$ cat config.mk
export PLATFORM = sky130hd
export DESIGN_NAME = neuron_buffer_sequencer
export DESIGN_NICKNAME = d
export VERILOG_FILES = /design/src/rtl/neuron_buffer_sequencer.sv
export SDC_FILE = /design/constraint.sdc
export NUM_CORES = 1
export LEC_CHECK = 0
export BUFFER_PORTS_ARGS = -buffer_cell sky130_fd_sc_hd__buf_2
export CAP_MARGIN = 40
export CORE_MARGIN = 2
export CORE_UTILIZATION = 39
export CTS_CLUSTER_DIAMETER = 120
export DETAILED_ROUTE_END_ITERATION = 16
export MAX_ROUTING_LAYER = met4
export SYNTH_ARGS = -nofsm -noshare
export SYNTH_HDL_FRONTEND = slang
export SYNTH_SLANG_ARGS = --single-unit
$ cat constraint.sdc
create_clock -name clk -period 8.23 [get_ports clk]
set_clock_uncertainty 0.15 [all_clocks]
set_input_delay 1.646 -clock clk [delete_from_list [all_inputs] [get_ports clk]]
set_output_delay 1.646 -clock clk [all_outputs]
set_load 0.01 [all_outputs]
$ cat src/rtl/neuron_buffer_sequencer.sv
// Per-layer read/write address sequencer for the N1/N2 ping-pong neuron buffers.
// Reads stream from one buffer while results land in the other PIPE cycles later.
module neuron_buffer_sequencer #(
  parameter int unsigned A    = 7,
  parameter int unsigned PIPE = 3
) (
  input  logic         clk,
  input  logic         reset,
  input  logic         layerStart,
  input  logic [A-1:0] layerLength,
  input  logic         poolCfg,
  input  logic         stall,
  output logic         readBufferSelect,
  output logic         doPooling,
  output logic [A-1:0] readBuffAddress,
  output logic [A-1:0] writeBuffAddress,
  output logic         nRWrite,
  output logic         nWWrite,
  output logic         busy,
  output logic         layerDone
);

  typedef enum logic [1:0] {StIdle, StRead, StDrain} state_e;

  state_e          state_q, state_d;
  logic [A-1:0]    len_q, len_d;
  logic [A-1:0]    rd_addr_q, rd_addr_d;
  logic [A-1:0]    wr_addr_q, wr_addr_d;
  logic            pool_q, pool_d;
  logic            sel_q, sel_d;
  logic            done_q, done_d;
  logic [PIPE-1:0] pipe_q, pipe_d;

  logic            active;
  logic            wr_en;
  logic            last_wr;
  logic [A-1:0]    last_addr;

  assign active    = (state_q != StIdle);
  assign last_addr = len_q - A'(1);
  // Tail of the issue pipe marks a result arriving at the write buffer this cycle.
  assign wr_en     = active & pipe_q[PIPE-1] & ~stall;
  assign last_wr   = wr_en & (wr_addr_q == last_addr);

  always_comb begin
    state_d   = state_q;
    len_d     = len_q;
    rd_addr_d = rd_addr_q;
    wr_addr_d = wr_addr_q;
    pool_d    = pool_q;
    sel_d     = sel_q;
    done_d    = 1'b0;
    pipe_d    = pipe_q;

    unique case (state_q)
      StIdle: begin
        if (layerStart) begin
          if (layerLength != '0) begin
            len_d     = layerLength;
            pool_d    = poolCfg;
            rd_addr_d = '0;
            wr_addr_d = '0;
            pipe_d    = '0;
            state_d   = StRead;
          end else begin
            done_d = 1'b1;
          end
        end
      end
      StRead: begin
        if (!stall) begin
          pipe_d = (pipe_q << 1) | PIPE'(1'b1);
          if (rd_addr_q == last_addr) begin
            state_d = StDrain;
          end else begin
            rd_addr_d = rd_addr_q + A'(1);
          end
        end
      end
      StDrain: begin
        if (!stall) begin
          pipe_d = pipe_q << 1;
        end
      end
      default: state_d = StIdle;
    endcase

    if (wr_en) begin
      wr_addr_d = wr_addr_q + A'(1);
    end

    // Final write ends the layer regardless of read progress and swaps buffers.
    if (last_wr) begin
      state_d = StIdle;
      sel_d   = ~sel_q;
      done_d  = 1'b1;
      pipe_d  = '0;
    end
  end

  always_ff @(posedge clk or posedge reset) begin
    if (reset) begin
      state_q   <= StIdle;
      len_q     <= '0;
      rd_addr_q <= '0;
      wr_addr_q <= '0;
      pool_q    <= 1'b0;
      sel_q     <= 1'b0;
      done_q    <= 1'b0;
      pipe_q    <= '0;
    end else begin
      state_q   <= state_d;
      len_q     <= len_d;
      rd_addr_q <= rd_addr_d;
      wr_addr_q <= wr_addr_d;
      pool_q    <= pool_d;
      sel_q     <= sel_d;
      done_q    <= done_d;
      pipe_q    <= pipe_d;
    end
  end

  assign readBufferSelect = sel_q;
  assign doPooling        = pool_q;
  assign readBuffAddress  = rd_addr_q;
  assign writeBuffAddress = wr_addr_q;
  assign nRWrite          = 1'b0;
  assign nWWrite          = wr_en;
  assign busy             = active;
  assign layerDone        = done_q;

endmodule

==> results.md <==
* Critical path class: input pin to output pin
* Max-Cap Viols at 0
* Layout Nets at between 200 and 300
* PwrDens at just under 300 nW/um2
* # diodes at 0
* Std-Cell Core Area at 5070 um2
* Unrepaired setup endpoints after global routing: false
* Accumulated negative setup slack at 0 ps
* Cts bufs inserted at 5
* Outcome: finished, final reports clean
* Family with the most delay on the worst path: buffers and inverters
* Post-CTS setup-driven buffer insertion count at 0
* Kind of start point of the critical path: input pin
* Die area at 5800 um2
* Total of hold buffers inserted after clock tree synthesis at 0
* Most common cell after layout, fill and taps aside: sky130_fd_sc_hd__nand2_1
* Clock latency reported for the late side of the worst-skew pair at a little under 300 ps
* Slew Limit Fails at 0
* Setup violations, final at 0
* Starting density of the core at about two fifths
* Width of the chip at ~76 um
* Portion of the post-synthesis area used by sequential elements at 35.8%
* Max-slew headroom at about three fifths
* Dominant register cell in the synthesized netlist: sky130_fd_sc_hd__dfrtp_1
* Commonest cells after routing, fill and taps aside: sky130_fd_sc_hd__nand2_1, sky130_fd_sc_hd__buf_2, sky130_fd_sc_hd__dfrtp_1
* Clock tree from TritonCTS: done
* Maximum single-stage delay on the critical path at about 300 ps
* Peak supply drop at 128 uV
* Sum of overflow across all layers after global routing at 0
* Detailed-router iteration count before antenna repair at 4
* Sum of buffers and inverters on the critical path at 4
* Clk Tree Root Cell: sky130_fd_sc_hd__clkbuf_8
* Via count normalized by instance count at ~5.4
* Hold violation count in the final report at 0
* # placed instances at around 330
* Final cell count without fillers at between 300 and 400
* Row count at 26
* Largest fanout on the critical path at 9
* Remaining routing DRC violations at 0
* DIE HEIGHT at 76.1 um
* Post-synthesis instance total at 239
* Clock edge transition at the registers on the reported setup and hold paths at around 60 ps
* Arrival time worst endpoint at 2560 ps
* Placed standard-cell area at about 2200 um2
* Mean Syn Cell Area at 8.49 um2
* Synthesized cell area at a little over 2000 um2
* RePlAce Congestion at roughly 0.87
* Initial antenna violation count at 0
* Number of nets still failing antenna checks after routing at 0
* Cell Chain, Critical Path: buf_2, inv_1, nand3_1, clkinv_1, buf_2
* Number of distinct library cell variants in the gate-level netlist after synthesis at 50
* Starting DRC count in detailed routing at 78
* Final critical-path required period at about 4400 ps
* Count of buffers from port buffering at 30
* Async set-or-reset flop fraction in the synthesized netlist at 100%
* Half-perimeter wire length of the detailed placement result at between 3 and 4 mm
* Buffer depth of the longest clock path at 2
* Resized Gates After CTS at 0
* Cell repeated most along the worst path: sky130_fd_sc_hd__buf_2
* Wire length of the first global-routing pass at about 7.9 mm
* Required arrival time at the worst endpoint at 6430 ps
* Class of the tightest hold or removal check: flip-flop to flip-flop
* Static Leakage at approximately 0.0011 uW
* Warnings from Yosys at 0
* Number of enable flip-flop cells after synthesis at 0
* Final routed wire length divided by cell count at approximately 14 um
* Largest net degree at the start of global routing at 30
* Slew of the pin with the lowest slew margin at roughly 620 ps
* Master of the slowest instance on the critical path: sky130_fd_sc_hd__clkinv_1
* CTS Sinks at 29
* Global Route Usage Sum at ~17%
* Net count of the mapped netlist at ~260
* Final critical-path share of the clock period at between 50 and 60%
* Kind of capture point of the worst setup path: output pin
* Number of global-route vias before repair at ~1600
* Post-synthesis to final-layout area growth at 14.1%
* Number of H-tree levels at 2
* Number of flip-flops and latches in the synthesized netlist at 29
* Final design area excluding fillers at approximately 2300 um2
* Total routed wirelength at between 4 and 5 mm
* Number of vias after detailed routing at ~1800
* Boundary pin count at 32
* Layout cells sized above 1 at between 10% and 20%
* Maximum clock rate at 229 MHz
## power breakdown
part	switching [uW]	leakage, uW	internal (uW)	total (uW)
Combinational	178	0.000690	136	314
Clock	57.0	0.0000542	75.5	132
Sequential	61.1	0.000387	173	234
## through the flow
step           hold slack, ps  utilization (%)  power, uW  setup slack, ps
6_report                  321             45.6        680             3870
5_1_grt                   373             45.6        736             3800
4_1_cts                   332             45.6        685             3890
3_5_place_dp              312             43.6        549             3900
3_3_place_gp              310             43.6        546             3950
2_1_floorplan             334                -        475             4350
## final cells by class
type	count	area [um2]
Clock inverter	1	5.00
Clock buffer	7	96.3
Timing Repair Buffer	31	158
Multi-Input combinational cell	189	1210
Sequential cell	29	726
Tap cell	70	87.6
Inverter	9	33.8
Fill cell	518	2760
## cells in the mapped netlist, types with 2 or more instances
library cell,number,share of area (%)
sky130_fd_sc_hd__nand2_1,43,8.0
sky130_fd_sc_hd__dfrtp_1,29,36
sky130_fd_sc_hd__o21ai_0,20,4.9
sky130_fd_sc_hd__nand3_1,12,3.0
sky130_fd_sc_hd__xnor2_1,10,4.3
sky130_fd_sc_hd__nor2_1,9,1.7
sky130_fd_sc_hd__inv_1,8,1.5
sky130_fd_sc_hd__nand4_1,8,2.5
sky130_fd_sc_hd__xor2_1,8,3.5
sky130_fd_sc_hd__clkbuf_1,7,1.3
sky130_fd_sc_hd__ha_1,7,4.3
sky130_fd_sc_hd__and3_1,6,1.8
sky130_fd_sc_hd__mux2i_1,6,3.0
sky130_fd_sc_hd__nor2b_1,6,1.8
sky130_fd_sc_hd__nand2b_1,4,1.2
sky130_fd_sc_hd__or4_1,4,1.5
sky130_fd_sc_hd__a221o_1,3,1.5
sky130_fd_sc_hd__buf_2,3,0.74
sky130_fd_sc_hd__nand4b_1,3,1.3
sky130_fd_sc_hd__nor3_1,3,0.74
sky130_fd_sc_hd__o31ai_1,3,1.1
sky130_fd_sc_hd__a211oi_1,2,0.74
sky130_fd_sc_hd__a21o_1,2,0.74
sky130_fd_sc_hd__and2_1,2,0.62
sky130_fd_sc_hd__nor4bb_1,2,0.99
sky130_fd_sc_hd__o2111a_1,2,1.1
sky130_fd_sc_hd__o211ai_1,2,0.74
sky130_fd_sc_hd__o22ai_1,2,0.62
sky130_fd_sc_hd__or3_1,2,0.62
## routing by layer
layer	wire, um	part of all wire (%)	track usage [%]	vias up
met1	2240	49	23.2	843
met3	239	5.2	3.55	5
li1	-	-	-	906
met2	2080	45	25.4	53
met4	51	1.1	6.91	0
met5	0	0	-	-
## kinds of logic after synthesis
kind of cell / share of synthesized area, %
AND/OR/NAND/NOR: 28.2
AO/OA/AOI/OAI: 15.7
flip-flops: 35.8
buffers and inverters: 4.62
XOR/XNOR: 7.77
adder cells (fa/ha/maj): 4.32
multiplexers: 3.51
other: 0.185
## sequential cells by signal (all words and copies together), names as in the netlist
signal,count
readBuffAddress,7
readBufferSelect,1
writeBuffAddress,7
layerDone,1
doPooling,1
state_q,2
len_q,7
pipe_q,3
## final timing paths
kind | end | startpoint | cells past startpoint | slack (ps)
setup / recovery | nWWrite | stall | 5 | 3870
hold / removal | readBufferSelect | readBufferSelect | 1 | 320
setup reg to reg | pipe_q[1] | len_q[0] | 8 | 5130
hold reg to reg | readBufferSelect | readBufferSelect | 1 | 320
max in group asynchronous | pipe_q[1] | reset | 3 | 6370
min in group asynchronous | len_q[3] | reset | 3 | 1270
Note: power is estimated with default switching activity, not from simulation.
